--- src/rtl/seq_pkg.sv ---
// Shared constants and state encoding for the serial pattern generator.
package seq_pkg;

    localparam int CNT_W = 8;
    localparam logic [3:0] SEQ_1001 = 4'b1001;

    typedef logic [1:0] state_t;

    localparam state_t ST_IDLE = 2'd0;
    localparam state_t ST_SEND = 2'd1;
    localparam state_t ST_GAP  = 2'd2;
    localparam state_t ST_DONE = 2'd3;

endpackage

--- src/rtl/seq_piso.sv ---
// Parallel-in serial-out shift register: load wins over shift, shifts left, MSB is the serial bit.
module seq_piso
    import seq_pkg::*;
#(
    parameter int W = 4
) (
    input  logic         clk,
    input  logic         rst_n,
    input  logic         load,
    input  logic         shift,
    input  logic [W-1:0] d,
    output logic         msb
);

    logic [W-1:0] q;

    always_ff @(posedge clk or negedge rst_n) begin
        if (!rst_n) begin
            q <= '0;
        end else if (load) begin
            q <= d;
        end else if (shift) begin
            q <= {q[W-2:0], 1'b0};
        end
    end

    assign msb = q[W-1];

endmodule

--- src/rtl/seq_pattern_gen.sv ---
// Serial pattern generator: repeats a latched PAT_W-bit pattern MSB-first with optional idle gaps,
// then pulses done. Outputs are decoded purely from state and the shift register.
module seq_pattern_gen
    import seq_pkg::*;
#(
    parameter int PAT_W = 4,
    parameter int GAP   = 0
) (
    input  logic             clk,
    input  logic             rst_n,
    input  logic             start,
    input  logic             abort,
    input  logic [PAT_W-1:0] pat_in,
    input  logic [CNT_W-1:0] count,
    output logic             out,
    output logic             valid,
    output logic             busy,
    output logic             done
);

    localparam int BW = $clog2(PAT_W);

    state_t           state;
    logic [PAT_W-1:0] pat;
    logic [CNT_W-1:0] reps;
    logic [BW-1:0]    bitcnt;
    logic [PAT_W-1:0] pat_d;
    logic             load;
    logic             shift;
    logic             last_bit;
    logic             gap_last;
    logic             msb;

    assign last_bit = (bitcnt == BW'(PAT_W - 1));
    assign pat_d    = (state == ST_IDLE) ? pat_in : pat;

    // Reload happens on acceptance, on back-to-back frames, and on the last gap cycle.
    always_comb begin
        load = 1'b0;
        case (state)
            ST_IDLE: load = start && !abort;
            ST_SEND: load = !abort && last_bit && (reps != CNT_W'(1)) && (GAP == 0);
            ST_GAP:  load = !abort && gap_last;
            default: load = 1'b0;
        endcase
        shift = (state == ST_SEND) && !load;
    end

    always_ff @(posedge clk or negedge rst_n) begin
        if (!rst_n) begin
            state  <= ST_IDLE;
            pat    <= '0;
            reps   <= '0;
            bitcnt <= '0;
        end else if (abort) begin
            state <= ST_IDLE;
        end else begin
            case (state)
                ST_IDLE: begin
                    if (start) begin
                        pat    <= pat_in;
                        reps   <= count;
                        bitcnt <= '0;
                        state  <= (count != '0) ? ST_SEND : ST_DONE;
                    end
                end
                ST_SEND: begin
                    if (last_bit) begin
                        bitcnt <= '0;
                        if (reps != '0) begin
                            reps <= reps - 1'b1;
                        end
                        if (reps == CNT_W'(1)) begin
                            state <= ST_DONE;
                        end else if (GAP > 0) begin
                            state <= ST_GAP;
                        end
                    end else begin
                        bitcnt <= bitcnt + 1'b1;
                    end
                end
                ST_GAP: begin
                    if (gap_last) begin
                        state <= ST_SEND;
                    end
                end
                default: state <= ST_IDLE;
            endcase
        end
    end

    generate
        if (GAP > 0) begin : g_gap
            localparam int GW = $clog2(GAP + 1);
            logic [GW-1:0] gapcnt;

            // Held at zero outside GAP so every gap starts counting from zero.
            always_ff @(posedge clk or negedge rst_n) begin
                if (!rst_n) begin
                    gapcnt <= '0;
                end else if (state == ST_GAP && !abort && !gap_last) begin
                    gapcnt <= gapcnt + 1'b1;
                end else begin
                    gapcnt <= '0;
                end
            end

            assign gap_last = (gapcnt == GW'(GAP - 1));
        end else begin : g_nogap
            assign gap_last = 1'b1;
        end
    endgenerate

    seq_piso #(
        .W(PAT_W)
    ) u_piso (
        .clk   (clk),
        .rst_n (rst_n),
        .load  (load),
        .shift (shift),
        .d     (pat_d),
        .msb   (msb)
    );

    assign valid = (state == ST_SEND);
    assign out   = valid && msb;
    assign busy  = (state != ST_IDLE);
    assign done  = (state == ST_DONE);

endmodule

--- config.mk ---
export PLATFORM = sky130hd
export DESIGN_NAME = seq_pattern_gen
export DESIGN_NICKNAME = d
export VERILOG_FILES = /design/src/rtl/seq_pkg.sv /design/src/rtl/seq_piso.sv /design/src/rtl/seq_pattern_gen.sv
export SDC_FILE = /design/constraint.sdc
export NUM_CORES = 1
export LEC_CHECK = 0
export ABC_AREA = 1
export BUFFER_PORTS_ARGS = -buffer_cell sky130_fd_sc_hd__buf_2
export CAP_MARGIN = 20
export CORE_MARGIN = 3
export CORE_UTILIZATION = 52
export CTS_BUF_LIST = sky130_fd_sc_hd__clkbuf_4
export CTS_CLUSTER_SIZE = 20
export DETAILED_ROUTE_END_ITERATION = 10
export PLACE_DENSITY = 0.77
export SKIP_LAST_GASP = 1
export SYNTH_ARGS = -nofsm -noshare
export SYNTH_HDL_FRONTEND = slang
export SYNTH_SLANG_ARGS = --single-unit
--- constraint.sdc ---
create_clock -name clk -period 1.4 [get_ports clk]
set_clock_uncertainty 0.1 [all_clocks]
set_input_delay 0.28 -clock clk [delete_from_list [all_inputs] [get_ports clk]]
set_output_delay 0.28 -clock clk [all_outputs]
set_load 0.1 [all_outputs]
==> flow_summary_export.csv <==
group,metric,value,unit
cts,cts-root-buf,"clkbuf_4",
drt,routed_wl,3920,µm
global_routing,grt_pass1_vias,1520,
min_path,worstHoldPathType,"input pin to register",
timing,min_period,1720,ps
power_and_ir_drop,p_per_area,1380,nW/µm²
place,place_congestion,0.861,
floorplanning,design.core.area,2280,µm²
synth,synth_top_area_cell,"dfrtp_1",
power_and_ir_drop,power.internal,0.00156,W
worst_setup_path,reg2reg_to,"reps[2]",
min_path,min_path_cells,3,
flow_run,maxCapViolations,0,
timing,post-route-period-util,123,%
synth,syn_inst,182,
synth,seq_area_frac_synth,38.9,%
timing,rsz0062_at_grt,"yes",
cts,clk_path_buf_depth,2,
power_and_ir_drop,power_frac_seq,31.9,%
place,dp_cells,248,
cells_and_area,layout_commonest_cell,"nand2_1",
worst_setup_path,cp_cell_sequence,"buf_4 > nor2_4 > clkinvlp_4 > buf_12",
worst_setup_path,cp.buffers_inverters,3,
worst_setup_path,crit_slowest_cell,"dfrtp_1",
power_and_ir_drop,leakagePower,0.956,nW
global_routing,grt.total_usage,28.1,%
drt,dr.pass1.iters,4,
synth,async_flop_share,100,%
floorplanning,start_util,56.6,%
worst_setup_path,critPathTopFamily,"buffers and inverters",
cells_and_area,nNetsFinal,257,
timing,finalHoldViolations,0,
power_and_ir_drop,combPwrFrac,49.1,%
worst_setup_path,path_class,"register to output pin",
worst_setup_path,crit_fanout,3,
worst_setup_path,r2r_start,"state[0]",
drt,ant_nets,0,
cts,clk_latency,320,ps
worst_setup_path,worst-r2r-cell-count,11,
global_routing,grt_max_degree,21,
synth,synth_seq_cells,20,
cells_and_area,num_antenna_cells,0,
synth,avgSynthCellArea,7.07,µm²
min_path,hold_start,"pat_in[3]",
timing,max_freq,583,MHz
floorplanning,fp.dieH,55.8,µm
worst_setup_path,arrival,1340,ps
status,violations,"setup timing",
drt,drc,0,
cells_and_area,layout.cells.most_common_list,"nand2_1, buf_4, dfrtp_1, inv_1, buf_2",
synth,synth.area.top_cells,"dfrtp_1, nand2_1, o21ai_0",
synth,syn_nets,202,
floorplanning,num_rows,17,
floorplanning,ios,20,
cts,cts_buffers,3,
floorplanning,die_w,55.8,µm
worst_setup_path,end_kind,"output pin",
drt,post_drt_wl_per_cell,14.8,µm
worst_setup_path,rrSetupSlack,-310,ps
timing,finalSetupViolCount,18,
worst_setup_path,crit_path_start_kind,"register",
timing,slew_viol_final,0,
cts,h-tree-depth,1,
cells_and_area,post-route-util,82.4,%
place,portBuffers,19,
power_and_ir_drop,vdd_drop_max,1.18,mV
power_and_ir_drop,swShare,40.0,%
min_path,hold_end,"pat[3]",
power_and_ir_drop,p_sw,0.00104,W
timing,worst_hold_slack,122,ps
power_and_ir_drop,p_clk_share,18.9,%
place,dp_hpwl,2410,µm
drt,vias_per_cell,5.54,
timing,tns,-3940,ps
drt,vias,1462,
worst_setup_path,crit_required,1020,ps
floorplanning,fp.dieArea,3110,µm²
cts,cts_tree,"built",
worst_setup_path,max_stage_delay,430,ps
cts,clkSinkCount,20,
synth,synth_cell_type_count,23,
cells_and_area,drive_above_1_share,37.3,%
timing,max_slew_margin,68.6,%
drt,drt_iter0_markers,76,
global_routing,grt_first_pass_wirelength,6920,µm
status,status,"complete, but fails checks",
place,place_ws,-144,ps
synth,synth_top_area_share,38.9,%
cts,path_clk_slew,130,ps
global_routing,antenna_found_initial,0,
global_routing,grt-ovfl-total,0,
cells_and_area,area_growth,45.7,%
synth,synth-edff-count,0,
timing,fin_ws,-316,ps
timing,worst_pin_slew,471,ps
synth,ys.flop_type,"dfrtp_1",
cells_and_area,fin_cells,264,
synth,synth_area,1290,µm²
synth,ys_warn_count,0,
per-stage QoR:
stage	instance area, µm²	power, W
6_report	1880	0.00260
2_1_floorplan	1320	0.00148
4_1_cts	1840	0.00248
3_3_place_gp	1630	0.00182
3_5_place_dp	1630	0.00187
5_1_grt	1880	0.00277
Yosys cell counts, types with 2 or more instances:
master,count
nand3_1,11
o21ai_2,3
nand2_1,57
a21oi_1,3
o21ai_0,18
nor2_1,17
nand4_1,7
nand2_4,2
inv_1,22
dfrtp_1,20
nand3_2,2
nor2_2,3
ha_1,4
inv_2,3
buf_2,2
worst max-delay path by stage:
stage | startpoint | slack [ps] | cells past startpoint | endpoint
after floorplan | state[1] | -290 | 6 | u_piso.q[1]
after global placement | state[1] | -80 | 8 | reps[5]
after detailed placement | state[1] | -140 | 8 | reps[5]
after CTS | state[1] | -300 | 4 | out
after global routing | state[0] | -410 | 12 | reps[5]
final | state[0] | -320 | 4 | busy
power by group through the flow:
stage               registers (W)  logic, W  clock network [W]
finish                   0.000829   0.00127           0.000492
global route             0.000850   0.00140           0.000522
CTS                      0.000823   0.00117           0.000488
detailed placement       0.000834   0.00104                  0
global placement         0.000826  0.000998                  0
floorplan                0.000819  0.000659                  0
worst min-delay path: stages:
cell and delay, ps:
buf_2 100, inv_1 60, o21ai_0 80
what timing repair did:
item	in CTS	in global routing
gates resized for setup	24	9
pin swaps	6	2
setup endpoints to repair	17	23
hold buffers	1	0
setup buffers	10	0
endpoints found under the hold margin	20	0
gates cloned	1	0
routing by layer:
layer	GRT usage (%)	up-vias	share of wire [%]
met2	49.2	68	50
met1	33.6	682	38
met3	5.10	19	8.6
met4	11.5	0	3.8
li1	-	693	-
met5	0	-	0
final cells by class:
class	count	area (µm²)
Tap cell	28	35.0
Multi-Input combinational cell	134	758
Timing Repair inverter	1	6.26
Clock inverter	1	30.0
Clock buffer	3	22.5
Inverter	25	109
Fill cell	122	400
Sequential cell	20	502
Timing Repair Buffer	52	413
sequential cells by signal, indices dropped and copies added, names as in the netlist:
| register | flops |
|---|---|
| bitcnt | 2 |
| pat | 4 |
| reps | 8 |
| state | 2 |
| u_piso.q | 4 |
kinds of logic after synthesis:
kind of cell,Yosys count,share of synthesized area [%]
AO/OA/AOI/OAI,26,11.3
XOR/XNOR,1,0.680
adder cells (fa/ha/maj),4,3.89
buffers and inverters,28,8.94
flip-flops,20,38.9
AND/OR/NAND/NOR,103,36.3
Note: power is estimated with default switching activity, not from simulation.
